--- config.mk ---
export PLATFORM = sky130hd
export DESIGN_NAME = mem_arb
export DESIGN_NICKNAME = d
export VERILOG_FILES = /design/src/rtl/mem_arb.sv
export SDC_FILE = /design/constraint.sdc
export NUM_CORES = 1
export LEC_CHECK = 0
export CORE_ASPECT_RATIO = 0.9
export CORE_MARGIN = 2
export CORE_UTILIZATION = 35
export DETAILED_ROUTE_END_ITERATION = 7
export GPL_TIMING_DRIVEN = 1
export PLACE_DENSITY_LB_ADDON = 0.3
export SYNTH_ARGS = -nofsm -noshare
export SYNTH_HDL_FRONTEND = slang
export SYNTH_SLANG_ARGS = --single-unit
export TNS_END_PERCENT = 5
--- constraint.sdc ---
create_clock -name iw_clk -period 2.1 [get_ports iw_clk]
set_input_delay 0.315 -clock iw_clk [delete_from_list [all_inputs] [get_ports iw_clk]]
set_output_delay 0.315 -clock iw_clk [all_outputs]
set_load 0.05 [all_outputs]
--- src/rtl/mem_arb.sv ---
// mem_arb - single-port memory arbiter between instruction fetch (IF) and data access (MA).
//
// Both requesters hold their request until granted. Grants are combinational in the
// request cycle. The address and write data are muxed onto the memory port. Read data
// goes back to the owner one cycle later. A starvation counter bounds how many
// consecutive MA grants IF can lose, so fetch always makes progress.
//
// Ports
//   iw_clk, iw_rst                  clock (rising edge), async active-high reset
//   iw_if_req/iw_if_addr            fetch read request and address
//   iw_if_flush                     discard fetch read data returning this cycle
//   ow_if_gnt                       fetch granted this cycle (comb)
//   or_if_rvalid/ow_if_rdata        fetch read return
//   iw_ma_req/we/addr/wdata         data request (we=1 write)
//   ow_ma_gnt                       data granted this cycle (comb)
//   or_ma_rvalid/ow_ma_rdata        data read return
//   ow_mem_we/addr/wdata            memory port outputs
//   iw_mem_rdata                    memory read data, valid 1 cycle after address
//   or_stall_cnt                    saturating count of cycles IF waited
module mem_arb #(
   parameter int unsigned SIZE_ADDR    = 8,
   parameter int unsigned SIZE_DATA    = 8,
   parameter int unsigned P_STARVE_MAX = 3,
   parameter int unsigned P_STARVE_W   = 2,
   parameter int unsigned P_STALL_W    = 16
) (
   input  logic                 iw_clk,
   input  logic                 iw_rst,
   input  logic                 iw_if_req,
   input  logic [SIZE_ADDR-1:0] iw_if_addr,
   input  logic                 iw_if_flush,
   output logic                 ow_if_gnt,
   output logic                 or_if_rvalid,
   output logic [SIZE_DATA-1:0] ow_if_rdata,
   input  logic                 iw_ma_req,
   input  logic                 iw_ma_we,
   input  logic [SIZE_ADDR-1:0] iw_ma_addr,
   input  logic [SIZE_DATA-1:0] iw_ma_wdata,
   output logic                 ow_ma_gnt,
   output logic                 or_ma_rvalid,
   output logic [SIZE_DATA-1:0] ow_ma_rdata,
   output logic                 ow_mem_we,
   output logic [SIZE_ADDR-1:0] ow_mem_addr,
   output logic [SIZE_DATA-1:0] ow_mem_wdata,
   input  logic [SIZE_DATA-1:0] iw_mem_rdata,
   output logic [P_STALL_W-1:0] or_stall_cnt
);

   // State holds the owner of the previous cycle's grant, which is the owner of the
   // read data arriving this cycle.
   localparam logic [1:0] S_IDLE  = 2'd0;
   localparam logic [1:0] S_IF    = 2'd1;
   localparam logic [1:0] S_MA_RD = 2'd2;
   localparam logic [1:0] S_MA_WR = 2'd3;

   localparam logic [P_STARVE_W-1:0] L_STARVE_MAX = P_STARVE_W'(P_STARVE_MAX);

   logic [1:0]            r_state;
   logic [1:0]            w_state_nxt;
   logic [P_STARVE_W-1:0] r_starve_cnt;
   logic [P_STARVE_W-1:0] w_starve_nxt;
   logic [P_STALL_W-1:0]  r_stall_cnt;
   logic [P_STALL_W-1:0]  w_stall_nxt;
   logic                  w_force_if;
   logic                  w_if_gnt;
   logic                  w_ma_gnt;

   // Grant: MA wins unless IF has lost too many times in a row.
   assign w_force_if = (r_starve_cnt == L_STARVE_MAX);
   assign w_ma_gnt   = iw_ma_req & ~(w_force_if & iw_if_req);
   assign w_if_gnt   = iw_if_req & ~w_ma_gnt;

   assign ow_if_gnt  = w_if_gnt;
   assign ow_ma_gnt  = w_ma_gnt;

   // An idle cycle issues a harmless read of the fetch address.
   always_comb begin
      ow_mem_we    = 1'b0;
      ow_mem_addr  = iw_if_addr;
      ow_mem_wdata = iw_ma_wdata;
      if (w_ma_gnt) begin
         ow_mem_we   = iw_ma_we;
         ow_mem_addr = iw_ma_addr;
      end
   end

   always_comb begin
      w_state_nxt = S_IDLE;
      if (w_if_gnt) begin
         w_state_nxt = S_IF;
      end else if (w_ma_gnt && !iw_ma_we) begin
         w_state_nxt = S_MA_RD;
      end else if (w_ma_gnt) begin
         w_state_nxt = S_MA_WR;
      end
   end

   always_comb begin
      w_starve_nxt = r_starve_cnt;
      if (w_if_gnt || !iw_if_req) begin
         w_starve_nxt = '0;
      end else if (w_ma_gnt && (r_starve_cnt != L_STARVE_MAX)) begin
         w_starve_nxt = r_starve_cnt + 1'b1;
      end
   end

   always_comb begin
      w_stall_nxt = r_stall_cnt;
      if (iw_if_req && !w_if_gnt && (r_stall_cnt != {P_STALL_W{1'b1}})) begin
         w_stall_nxt = r_stall_cnt + 1'b1;
      end
   end

   always_ff @(posedge iw_clk or posedge iw_rst) begin
      if (iw_rst) begin
         r_state      <= S_IDLE;
         r_starve_cnt <= '0;
         r_stall_cnt  <= '0;
      end else begin
         r_state      <= w_state_nxt;
         r_starve_cnt <= w_starve_nxt;
         r_stall_cnt  <= w_stall_nxt;
      end
   end

   // Flush suppresses only the return landing this cycle. Reset clears the state, so an
   // in-flight read is dropped.
   assign or_if_rvalid = (r_state == S_IF) & ~iw_if_flush;
   assign or_ma_rvalid = (r_state == S_MA_RD);
   assign ow_if_rdata  = iw_mem_rdata;
   assign ow_ma_rdata  = iw_mem_rdata;
   assign or_stall_cnt = r_stall_cnt;

endmodule

==> qor.tcl <==
set qor(yosysWarnings) 0
set qor(yosys-top-cells-count) {buf_4 (24), dfrtp_1 (20), nand3_1 (12), mux2_2 (8)}
set qor(worstSetupEndpointType) {output pin}
set qor(routability_congestion_estimate) 0.877
set qor(pin_count_of_the_biggest_net_entering_global_routing) 21
set qor(arrival_ns) 1.70
set qor(reg2reg_setup_slack_ns) 0.38
set qor(final_core_util) 0.501
set qor(fp.dieArea_um2) 4340
set qor(netlist.area_leader.share) 0.373
set qor(synth-seq-cells) 20
set qor(grt_pass1_wl_mm) 4.99
set qor(min_path_type) {input pin to async pin}
set qor(clock_path_buffers) 2
set qor(viasPerCell) 5.10
set qor(max_clock_freq_ghz) 0.496
set qor(worst_pin_slew_ns) 0.495
set qor(cpMaxStageDelayCell) {dfrtp_1}
set qor(drtAntennaViolNets) 0
set qor(worst_slew_margin_rel) 0.669
set qor(design.final.nets) 203
set qor(final_period_minus_worst_setup_slack_ns) 2.02
set qor(diodes) 0
set qor(timing.critical_path.max_delay_family) {flip-flops}
set qor(tritoncts) {yes}
set qor(final-instance-count-excl-fill) 207
set qor(grt_setup_unrepaired) {no}
set qor(port_buffers) 50
set qor(max-vdd-ir-drop_mv) 0.480
set qor(synth.largest_area_cell) {dfrtp_1}
set qor(grt_antenna_before_repair) 0
set qor(post_route_cells_drive_above_1_share) 0.255
set qor(placedCellCount) 204
set qor(max_cap_viol_count) 0
set qor(status) {completed}
set qor(std_cell_rows) 21
set qor(place_ws_ns) -0.00788
set qor(worst_ep_required_time_ns) 1.78
set qor(rr_worst_depth) 5
set qor(synth_edf_count) 0
set qor(register_area_um2) 500
set qor(finalWirelength_mm) 2.92
set qor(initial_utilization) 0.362
set qor(worst_path_largest_cell_delay_ns) 0.41
set qor(setup_viol) 0
set qor(share_of_the_cycle_needed_by_the_critical_path_after_routing) 0.960
set qor(gr-total-overflow) 0
set qor(crit_end) {ow_mem_addr[7]}
set qor(hpwl_mm) 2.29
set qor(grt_pass1_vias) 1132
set qor(static-leakage-power_nw) 0.821
set qor(crit_cells) 5
set qor(synthToLayoutAreaGrowth_pct) 38.5
set qor(netlist_top_cells_area) {dfrtp_1 (37%), buf_4 (13%), mux2_2 (6.7%)}
set qor(ys_seq_area_frac) 0.373
set qor(crit_chain) {ha_4 -> a21boi_4 -> buf_6 -> mux2_2 -> buf_4}
set qor(core_region_area_um2) 3700
set qor(total_power_w) 0.00144
set qor(ys_async_sr_fraction) 1.00
set qor(worst_setup_hold_path_clk_slew_ns) 0.07
set qor(gr-usage-all-layers) 0.141
set qor(mappedNetlistNets) 169
set qor(die_boundary_width_um) 69.2
set qor(timing_hold_violations_final) 0
set qor(fin_skew_ns) 0.000935
set qor(final_design_area_no_fill_um2) 1860
set qor(drt_pass1_iterations) 4
set qor(post-synth-top-count-cell) {buf_4}
set qor(critical_path.startpoint_type) {flip-flop}
set qor(drc_errors) 0
set qor(post_synth_cell_types) 37
set qor(tritoncts.num_buffers) 3
set qor(synth_top_flop_cell) {dfrtp_1}
set qor(worst-path-max-fanout) 8
set qor(setup.worst_path.class) {flip-flop to output pin}
set qor(boundary_pins) 91
set qor(setup.worst_path.start) {r_starve_cnt[0]}
set qor(htree_num_levels) 1
set qor(timing.final.max_slew_violations) 0
set qor(netlist_instances) 129
set qor(dpl_cell_area_um2) 1780
set qor(layout_setup_ws_ns) 0.0838
set qor(routed_wire_length_per_instance_um) 14.1
set qor(clkLatencyLatePin_ns) 0.25
set qor(mappedNetlistArea_um2) 1340
set qor(clock-root-buffer) {clkbuf_8}
set qor(p_per_area_nw_per_um2) 773
set qor(detailroute.via_count) 1056
set qor(reg2reg_to) {or_stall_cnt[2]}
set qor(post_cts_buffers) 0
set qor(avgSynthCellArea_um2) 10.4
set qor(reg2reg_from) {or_stall_cnt[0]}
set qor(clkSinkCount) 20
set qor(first_iter_violations) 39
set qor(multi_input_area_um2) 671
set qor(timing.critical_path.buf_inv) 2
set qor(vertical_extent_of_the_die_um) 62.7
set qor(final.fill_count) 343
==> metrics by stage <==
stage / setup TNS (ns) / hold WS [ns]
after floorplan: 0 / 0.279
after global placement: 0 / 0.422
after detailed placement: -0.0253 / 0.430
after CTS: 0 / 0.379
after global routing: 0 / 0.431
final: 0 / 0.378
==> layout by cell type, fill, tap and decap left out, drive strengths merged <==
master	instances
nor3	4
nor2	4
buf	17
or3	1
nand2	3
dfrtp	20
a31oi	2
nand4	5
nand3b	1
and2	2
nor2b	4
mux2i	1
clkbuf	3
mux2	11
a21oi	3
and3	5
a21boi	2
or2	1
o21ai	2
nand3	12
and3b	1
ha	2
xnor2	5
nor4	2
inv	1
and4	3
xor2	5
nor3b	1
clkdlybuf4s50	38
==> layer usage <==
layer | GRT usage | vias to the layer above | share of wire
met1 | 0.159 | 504 | 0.40
li1 | - | 501 | -
met5 | 0 | - | 0
met4 | 0.0564 | 0 | 0.0099
met3 | 0.0387 | 4 | 0.072
met2 | 0.251 | 47 | 0.52
==> cells by family (layout without fill, tap and decap cells) <==
kind of cell             Yosys count  after routing  share of synthesized area
XOR/XNOR                          10             10                     0.0654
AO/OA/AOI/OAI                      9              9                     0.0392
multiplexers                      12             12                      0.103
adder cells (fa/ha/maj)            2              2                     0.0187
buffers and inverters             27             59                      0.144
AND/OR/NAND/NOR                   49             49                      0.257
flip-flops                        20             20                      0.373
==> state kept, by name (all words and copies together), names as in the netlist <==
signal        cells
r_starve_cnt      2
r_state           2
or_stall_cnt     16
==> cell type report <==
cell class                 instances  area share
sequential                        20       0.270
inverter                           1     0.00202
multi-input combinational         82       0.361
clock buffer                       3      0.0223
timing repair buffer              55       0.314
tap                               46      0.0310
==> worst register-to-register path, cell delays in order (launching register included) <==
cell     delay (ns)
dfrtp_1        0.44
ha_1           0.26
and4_1         0.27
nand4_1        0.23
and3_1         0.27
xor2_1         0.14
==> power by group <==
group | switching, W | internal [W] | total [W]
Sequential | 0.000101 | 0.000448 | 0.000549
Combinational | 0.000384 | 0.000258 | 0.000642
Clock | 0.000117 | 0.000127 | 0.000244
==> repair_timing <==
action / in CTS / in global routing
endpoints found under the setup margin: 8 / 8
pin swaps: 0 / 1
hold buffers: 0 / 0
gates resized for setup: 2 / 6
==> worst min-delay path by stage <==
stage | from | to | slack (ns) | cells past startpoint
global placement | r_starve_cnt[0] | r_starve_cnt[0] | 0.42 | 1
floorplan | iw_rst | or_stall_cnt[0] | 0.28 | 1
detailed placement | r_starve_cnt[0] | r_starve_cnt[0] | 0.43 | 1
finish | iw_rst | r_starve_cnt[1] | 0.38 | 3
CTS | iw_rst | r_starve_cnt[1] | 0.38 | 3
global route | iw_rst | r_starve_cnt[1] | 0.43 | 3
(Power assumes the default switching activity.)
